[src/rtl/uart_byte_tx.sv]
// 8N1 UART transmitter for the CPU byte-output port, with a write buffer in front of the serialiser.
// Define UART_TX_FIFO_EN for a FIFO_DEPTH-entry FIFO; otherwise a single holding register is used.
module uart_byte_tx #(
    parameter int unsigned CLK_HZ     = 100000000,
    parameter int unsigned BAUD       = 115200,
    parameter int unsigned FIFO_DEPTH = 16
) (
    input  logic       clk,
    input  logic       rst,
    input  logic [7:0] out_byte,
    input  logic       out_byte_en,
    output logic       ready,
    output logic       tx,
    output logic       busy,
    output logic       overflow
);

    localparam int unsigned DIV = CLK_HZ / BAUD;
    localparam int unsigned CW  = $clog2(DIV);

    if (DIV < 2 || FIFO_DEPTH < 2) begin : g_param_chk
        $error("uart_byte_tx: requires DIV >= 2 and FIFO_DEPTH >= 2");
    end

    typedef enum logic [1:0] {IDLE, START, DATA, STOP} state_t;

    state_t        state;
    logic [CW-1:0] baud;
    logic [2:0]    bitn;
    logic [7:0]    shift;

    logic       full;
    logic       empty;
    logic [7:0] head;
    logic       push;
    logic       pop;

    // A write during a full cycle is dropped even if a pop happens on the same edge.
    assign push  = out_byte_en && !full;
    assign pop   = (state == IDLE) && !empty;
    assign ready = !full;
    assign busy  = (state != IDLE) || !empty;

`ifdef UART_TX_FIFO_EN
    localparam int unsigned AW = $clog2(FIFO_DEPTH);

    logic [7:0]  mem [FIFO_DEPTH];
    logic [AW:0] wptr;
    logic [AW:0] rptr;

    // Extra pointer MSB separates full from empty when the indices match.
    assign empty = (wptr == rptr);
    assign full  = (wptr[AW] != rptr[AW]) && (wptr[AW-1:0] == rptr[AW-1:0]);
    assign head  = mem[rptr[AW-1:0]];

    always_ff @(posedge clk) begin
        if (push) begin
            mem[wptr[AW-1:0]] <= out_byte;
        end
    end

    always_ff @(posedge clk or posedge rst) begin
        if (rst) begin
            wptr <= '0;
            rptr <= '0;
        end else begin
            if (push) begin
                wptr <= wptr + (AW+1)'(1);
            end
            if (pop) begin
                rptr <= rptr + (AW+1)'(1);
            end
        end
    end
`else
    logic [7:0] hold;
    logic       hold_vld;

    assign empty = !hold_vld;
    assign full  = hold_vld;
    assign head  = hold;

    // push only happens when empty, so it never coincides with a pop.
    always_ff @(posedge clk or posedge rst) begin
        if (rst) begin
            hold     <= '0;
            hold_vld <= 1'b0;
        end else if (push) begin
            hold     <= out_byte;
            hold_vld <= 1'b1;
        end else if (pop) begin
            hold_vld <= 1'b0;
        end
    end
`endif

    always_ff @(posedge clk or posedge rst) begin
        if (rst) begin
            overflow <= 1'b0;
        end else if (out_byte_en && full) begin
            overflow <= 1'b1;
        end
    end

    // Frame FSM: tx is loaded one cycle ahead so each bit lasts exactly DIV cycles.
    always_ff @(posedge clk or posedge rst) begin
        if (rst) begin
            state <= IDLE;
            tx    <= 1'b1;
            baud  <= '0;
            bitn  <= '0;
            shift <= '0;
        end else begin
            case (state)
                IDLE: begin
                    tx <= 1'b1;
                    if (!empty) begin
                        shift <= head;
                        baud  <= '0;
                        bitn  <= '0;
                        tx    <= 1'b0;
                        state <= START;
                    end
                end
                START: begin
                    if (baud == CW'(DIV - 1)) begin
                        baud  <= '0;
                        tx    <= shift[0];
                        state <= DATA;
                    end else begin
                        baud <= baud + CW'(1);
                    end
                end
                DATA: begin
                    if (baud == CW'(DIV - 1)) begin
                        baud <= '0;
                        if (bitn == 3'd7) begin
                            tx    <= 1'b1;
                            state <= STOP;
                        end else begin
                            bitn  <= bitn + 3'd1;
                            tx    <= shift[1];
                            shift <= {1'b0, shift[7:1]};
                        end
                    end else begin
                        baud <= baud + CW'(1);
                    end
                end
                STOP: begin
                    if (baud == CW'(DIV - 1)) begin
                        baud  <= '0;
                        state <= IDLE;
                    end else begin
                        baud <= baud + CW'(1);
                    end
                end
                default: state <= IDLE;
            endcase
        end
    end

endmodule

[config.mk]
export PLATFORM = sky130hd
export DESIGN_NAME = uart_byte_tx
export DESIGN_NICKNAME = d
export VERILOG_FILES = /design/src/rtl/uart_byte_tx.sv
export SDC_FILE = /design/constraint.sdc
export NUM_CORES = 1
export LEC_CHECK = 0
export CORE_AREA = 2 2 65 67
export CTS_BUF_LIST = sky130_fd_sc_hd__clkbuf_2
export DETAILED_ROUTE_END_ITERATION = 7
export DIE_AREA = 0 0 67 69
export RECOVER_POWER = 25
export SLEW_MARGIN = 25
export SYNTH_ARGS = -nofsm -noshare
export SYNTH_HDL_FRONTEND = slang
export SYNTH_SLANG_ARGS = --single-unit
export TNS_END_PERCENT = 100
[constraint.sdc]
create_clock -name clk -period 4.4 [get_ports clk]
set_input_delay 0.88 -clock clk [delete_from_list [all_inputs] [get_ports clk]]
set_output_delay 0.88 -clock clk [all_outputs]
set_load 0.1 [all_outputs]
# Word level (Yosys, flattened, before mapping)
# Cells that the tools add are included.
[totals]
regBits = 34
input_bits = 11
out_inout_bits = 4
wordCells = 59
[classes]
n_addsub = 2
eq_ne = 11
mux = 24
n_reduce_logical = 14
[op_table]
columns = ["operator", "n"]
rows = [
  ["$mux 8", 3],
  ["$mux 10", 2],
  ["$pmux 10 s2", 1],
  ["$pmux 8 s2", 1],
  ["$ne 2x2->1 const B", 6],
  ["$add 10x1->10 const B", 1],
  ["$eq 10x10->1 const B", 1],
  ["$mux 2", 5],
  ["$mux 3", 3],
  ["$pmux 2 s4", 1],
  ["$mux 1", 6],
  ["$pmux 3 s2", 1],
  ["$reduce_bool 2->1", 3],
  ["$reduce_and 5->1", 1],
  ["$eq 2x2->1 const B", 2],
  ["$reduce_and 4->1", 1],
  ["$add 3x1->3 const B", 1],
  ["$eq 3x3->1 const B", 1],
  ["$logic_and 1x1->1", 3],
  ["$pmux 1 s3", 1],
  ["$reduce_and 3->1", 1],
  ["$reduce_bool 3->1", 1],
  ["$reduce_or 3->1", 1],
  ["$eq 2x1->1 const B", 1],
  ["other kinds (3)", 3],
]

# Logic depth before layout (Yosys ltp)
# Gate-level depths: netlist of the first run.
[logic_depth]
ltp_word = 4
depth_mapped = 9
depth_no_buf = 7

# Worst setup path before layout of the first run
# Ideal clock, no wire load.
[synth_timing]
kind = "register to output"
start = "register state[0]"
end = "output busy"
arrival_time_ps = 1605
required_time_ps = 3520
setup_slack_ps = 1915
path_stages_with_launch = 6
path_buffers = 1
path_cell_list = "dfrtp_1 inv_1 ha_1 nor2b_1 clkbuf_1 inv_1"
[synth_between]
elab_chain_len = 2
[synth_rtl]
columns = ["element", "line", "source"]
rows = [
  ["start: declaration", "27", "state_t state;"],
  ["start signal: assignment", "108", "state <= IDLE;"],
  ["start signal: assignment", "122", "state <= START;"],
  ["start signal: assignment", "129", "state <= DATA;"],
  ["$reduce_bool 2->1", "42", "assign busy = (state != IDLE) || !empty;"],
  ["$logic_or 1x1->1", "42", ""],
  ["end: declaration", "14", "output logic busy,"],
]
# Every way passes these cells.

# Worst setup path in the final report of the first run
# Ends and elaborated chain as after synthesis.

==> results of run 1 <==
-- power by group through the flow --
stage	clock, W	sequential (W)	combinational, W
floorplan	0	0.000523	0.000494
finish	0.000140	0.000501	0.000622
CTS	0.000146	0.000503	0.000632
global route	0.000160	0.000522	0.000703
detailed placement	0	0.000511	0.000631
global placement	0	0.000503	0.000614
-- cells by family (layout without fill, tap and decap cells) --
logic type | count (synthesis) | after routing
XOR/XNOR | 3 | 3
AO/OA/AOI/OAI | 37 | 37
buffers and inverters | 15 | 33
multiplexers | 17 | 17
AND/OR/NAND/NOR | 47 | 47
flip-flops | 34 | 34
adder cells (fa/ha/maj) | 8 | 8
-- layout make-up --
cell class | count | area share, %
timing repair buffer | 15 | 7.49
inverter | 10 | 1.95
tap | 50 | 3.26
multi-input combinational | 112 | 41.0
clock buffer | 6 | 1.56
clock inverter | 2 | 0.456
sequential | 34 | 44.3
-- stage by stage --
| step | std cells | cell area [um2] | utilization (%) |
|---|---|---|---|
| 6_report | 229 | 1920 | 49.1 |
| 4_1_cts | 229 | 1930 | 49.2 |
| 5_1_grt | 229 | 1920 | 49.1 |
| 2_1_floorplan | 161 | 1710 | - |
| 3_5_place_dp | 221 | 1890 | 48.2 |
| 3_3_place_gp | 221 | 1890 | 48.2 |
-- flip-flops by register name, summed over array words and instances (netlist names) --
register  cells
shift         8
full          1
bitn          3
overflow      1
state         2
baud         10
tx            1
head          8
-- how the worst max path moves through the flow --
stage / to / cells after the start
final: busy / 5
after global routing: busy / 5
after CTS: busy / 5
after detailed placement: busy / 5
after global placement: busy / 5
after floorplan: busy / 5
-- worst max-delay path, stage by stage, from the launching register on --
cell and delay [ns]:
dfrtp_1 0.43, inv_1 0.13, ha_1 0.23, nor2b_1 0.49
inv_1 0.20, clkdlybuf4s50_1 1.01
-- Yosys cell counts --
| cell type | n | area share (%) |
|---|---|---|
| dfrtp_1 | 33 | 48 |
| o21ai_0 | 19 | 5.6 |
| nand2_1 | 13 | 2.9 |
| nor2_1 | 13 | 2.9 |
| inv_1 | 10 | 2.2 |
| ha_1 | 8 | 5.9 |
| mux2_2 | 8 | 5.3 |
| mux2i_1 | 8 | 4.7 |
| a21oi_1 | 7 | 2.1 |
| nand3_1 | 7 | 2.1 |
| a21o_1 | 2 | 0.88 |
| a22o_1 | 2 | 1.0 |
| and3_1 | 2 | 0.73 |
| buf_2 | 2 | 0.59 |
| clkbuf_1 | 2 | 0.44 |
| nor2b_1 | 2 | 0.73 |
| nor3_1 | 2 | 0.59 |
| o31ai_1 | 2 | 0.88 |
| or3_4 | 2 | 1.3 |
| xor2_1 | 2 | 1.0 |
| a21oi_4 | 1 | 0.95 |
| a31oi_1 | 1 | 0.37 |
| and2_1 | 1 | 0.37 |
| buf_6 | 1 | 0.66 |
| dfstp_2 | 1 | 1.5 |
| mux2_4 | 1 | 0.88 |
| nand2b_1 | 1 | 0.37 |
| nand4_1 | 1 | 0.37 |
| nand4b_1 | 1 | 0.51 |
| o21ai_2 | 1 | 0.51 |
| o32ai_4 | 1 | 1.6 |
| o41ai_1 | 1 | 0.51 |
| or2_2 | 1 | 0.37 |
| or3_1 | 1 | 0.37 |
| xnor2_1 | 1 | 0.51 |
-- per-layer routing --
metal | up-vias | global-route usage, %
li1 | 593 | -
met1 | 572 | 19.1
met2 | 20 | 24.6
met3 | 6 | 4.89
met4 | 0 | 6.58
met5 | - | 0
==> run metrics, run 1 <==
most common cell after layout, fill and taps aside dfrtp_1; initial antenna violation count 0; Critical R2R Launch state[0]$_DFFE_PP0P_; sequential area share after synthesis 50.0%; r2r endpoint bitn[0]$_DFFE_PP0P_; Reg area ~850 um2; Post-CTS Hold Buffers 0; failing checks max-capacitance violations, max-slew violations; final setup fails 0; final worst-path cycle share between 80 and 90%; status finished with violations; Pleak between 0.8 and 0.9 nW; Synth Area in Simple Gates between 10% and 20%; CTS Buffer Depth 2; cells on worst reg2reg path 7; DRT met1 WL between 1 and 1.5 mm; routed wl met2 1.41 mm; Net Sw Frac a little over two fifths; final antenna-violating net count 0; Pwr Total approximately 0.0013 W; Hold Path Origin overflow$_DFFE_PP0P_; commonest non-fill, non-tap cells in the layout dfrtp_1 (33), o21ai_0 (19), nand2_1 (13), nor2_1 (13), clkdlybuf4s50_1 (12); IR drop worst, VDD between 0.2 and 0.3 mV; top sig layer met4; number of inserted diodes 0; PortBufs 14; PwrDens between 600 and 700 mW/mm2; nets@finish slightly below 200; proportion of synthesized area in mux cells a little over a tenth; Die ar. 0.00462 mm2; Congestion Overflow GR 0; clock share of power between 10 and 15%; die height ~69 um; CTS tree done; Slew Viols, Final 35; Clock transition at path regs around 0.16 ns; CTS Root Cell clkbuf_2; total of fill cells in the finished design around 380; Synth cell types 35; Setup Buffers After CTS 0; core area 0.00391 mm2; Via density between 5 and 6; CP Max Fanout 9; vias in the first global route between 1000 and 1500; Slew @ Worst Pin between 1.5 and 2 ns; Synth Area in Compound Gates 14.4%; syn_nets between 150 and 200; GR Util All Layers around 15%; number of synthesized register bits 34; HP Class reg2reg; first-pass GRT wire length 5.43 mm; RSZ-0062 raised after global routing no; hold path cells 1; Synth Cell Area roughly 0.0017 mm2; FMAX roughly 0.27 GHz; die width 67 um; drt wl/cell between 10 and 15 um; YS warnings 0; Rows 23; TritonRoute pass-1 iters 4; average size of a mapped cell 10.6 um2; crit path launch state[0]$_DFFE_PP0P_; Synth-to-Final Area Change 12.7%; final hold vios 0; Sink Count 34; DP Worst Slack ~1.1 ns; DR iter-0 viols between 80 and 90; Top-Level Pins 15; post-layout min period about 3.7 ns; final setup TNS 0 ns; Comb power frac between 40% and 50%; slack of the critical path roughly 0.67 ns; Mapped Cells around 160; share of cells above drive strength 1 about an eighth; Sw Pwr approximately 0.00054 W; XOR/XNOR Fraction of Synth Area 1.54%; largest net degree at the start of global routing 35; worst hold path endpoint overflow$_DFFE_PP0P_; worst-skew pair later-pin latency approximately 0.37 ns; sequential power share 39.7%; Crit path required time ~3.5 ns; setup slack, reg-to-reg roughly 1.8 ns; adder-cell share of the synthesized area under 10%; Initial Util about 44%; Hold WS roughly 0.48 ns; largest family of logic cells by synthesized area compound AO/OA/AOI/OAI gates; Vias around 1200; max cap viols 1; Residual DRC 0; GPL Wtd Cong around 0.84; CTS buffer count 5; met3 wire len between 100 and 150 um; Max-Slew Margin vs Limit -17.1%; area of the multi-input gates roughly 800 um2; # resized after CTS 0; crit start category register; total routed wirelength 2.96 mm; HPWL after DPL about 2.2 mm; Int Pwr just over 0.0007 W; CP endpoint kind output port; WS Path Type reg2out; Worst Clk Skew a little under 0.02 ns; # H-tree levels 2; Critical Path AT roughly 2.9 ns
No activity file was read; power rests on OpenSTA's default activity.
==> run 2: changes to the inputs <==
==> constraint.sdc (replaced) <==
create_clock -name clk -period 3.6 [get_ports clk]
set_input_delay 0.72 -clock clk [delete_from_list [all_inputs] [get_ports clk]]
set_output_delay 0.72 -clock clk [all_outputs]
set_load 0.1 [all_outputs]
==> run 2 against run 1 <==
Largest cell class unchanged. Setup slack better by 0.16 ns. Flip-flop and latch count stayed put. Sequential power is 23% higher. Register-to-register slack worse by 0.42 ns. The flow still finishes with violations (max-capacitance violations, max-slew violations). Combinational power is 23% higher. Cell area is 0.52% higher.
==> run metrics, run 2 (same netlist as run 1, synthesis figures left out) <==
WS Path Type reg2out; area of the multi-input gates slightly below 800 um2; Reg area approximately 850 um2; CTS tree done; Top reg by flops baud; Initial Util 43.6%; commonest non-fill, non-tap cells in the layout dfrtp_1 (33), o21ai_0 (19), nand2_1 (13), nor2_1 (13); CP Buf/Inv Count 1; crit start category register; final core utilization between 40 and 50%; Pleak about 0.83 nW; max incr delay on CP approximately 1.1 ns; HPWL after DPL approximately 2.1 mm; die height ~69 um; vias in the first global route approximately 1200; PortBufs 14; Sink Count 34; final worst-path cycle share roughly 77%; core area approximately 0.004 mm2; Slew Viols, Final 35; GR Util All Layers 15.8%; CP Max Fanout 2; share of cells above drive strength 1 roughly 15%; HP Class reg2reg; Post-CTS Hold Buffers 0; RSZ-0062 raised after global routing no; Setup Buffers After CTS 0; Worst Clk Skew 0.0157 ns; slack of the critical path roughly 0.83 ns; initial antenna violation count 0; # H-tree levels 2; DR iter-0 viols between 70 and 80; Critical Path AT a little over 2 ns; Die ar. 0.00462 mm2; number of inserted diodes 0; die width 67 um; FMAX between 0.3 and 0.4 GHz; total routed wirelength about 3.1 mm; total of fill cells in the finished design 376; CTS Root Cell clkbuf_2; worst-skew pair later-pin latency 0.38 ns; Top-Level Pins 15; final setup fails 0; first-pass GRT wire length approximately 5.6 mm; max cap viols 1; drt wl/cell roughly 13 um; post-layout min period 2.77 ns; IR drop worst, VDD ~0.34 mV; largest net degree at the start of global routing 35; CP endpoint kind output port; Via density around 5.3; Synth-to-Final Area Change 13.3%; failing checks max-capacitance violations, max-slew violations; GPL Wtd Cong around 0.86; Rows 23; Max-Slew Margin vs Limit -19.8%; CTS buffer count 5; final antenna-violating net count 0; status finished with violations; Top delay family on crit path buffers and inverters; Clock transition at path regs around 0.16 ns; max reg flops 10; PwrDens between 800 and 900 mW/mm2; CTS Buffer Depth 2; Slew @ Worst Pin 1.80 ns; Residual DRC 0; Vias about 1200; most common cell after layout, fill and taps aside dfrtp_1; final hold vios 0; # resized after CTS 0; Worst path slowest cell clkdlybuf4s50_1; Crit path required time between 2 and 3 ns; TritonRoute pass-1 iters 4; critical-path cell list clkdlybuf4s50_1; Congestion Overflow GR 0; nets@finish a little under 200; Hold WS slightly below 0.5 ns; DP Worst Slack about 1.1 ns; final setup TNS 0 ns; Pwr Total 0.00156 W
==> run 2: cell count changes in the layout (fill, tap and decap cells not counted), sizes merged <==
cell	change
clkdlybuf4s50	-2
buf	+4
==> run 2: metrics by stage <==
step | cells | area, um2
4_1_cts | 231 | 1940
2_1_floorplan | 161 | 1710
5_1_grt | 231 | 1930
3_3_place_gp | 223 | 1900
3_5_place_dp | 223 | 1900
6_report | 231 | 1930
==> run 2: layer usage <==
layer  GRT usage [%]  part of all wire (%)
met2            24.4                    49
met1            20.0                    45
met5               0                     0
met4            6.58                   1.9
met3            5.38                   3.9
==> run 2: path summary, 6_finish.rpt <==
path,startpoint,endpoint,slack [ns],cells after the start
setup / recovery,tx$_DFFE_PP1P_,tx,0.83,1
hold / removal,overflow$_DFFE_PP0P_,overflow$_DFFE_PP0P_,0.48,1
setup reg to reg,state[0]$_DFFE_PP0P_,bitn[0]$_DFFE_PP0P_,1.34,8
hold reg to reg,overflow$_DFFE_PP0P_,overflow$_DFFE_PP0P_,0.48,1
max in group asynchronous,rst,shift[7]$_DFFE_PP0P_,1.19,3
min in group asynchronous,rst,baud[0]$_DFFE_PP0P_,1.38,3
==> run 2: final cells by class <==
class	count	share of cell area (%)
Sequential cell	34	44.1
Tap cell	50	3.24
Timing Repair Buffer	17	7.97
Multi-Input combinational cell	112	40.7
Clock buffer	6	1.55
Clock inverter	2	0.453
Inverter	10	1.94
==> run 2: power breakdown <==
group	leakage, nW	total, W	internal (W)	switching, W
Sequential	0.414	0.000617	0.000523	0.0000941
Clock	0.0304	0.000176	0.0000478	0.000128
Combinational	0.389	0.000763	0.000315	0.000448
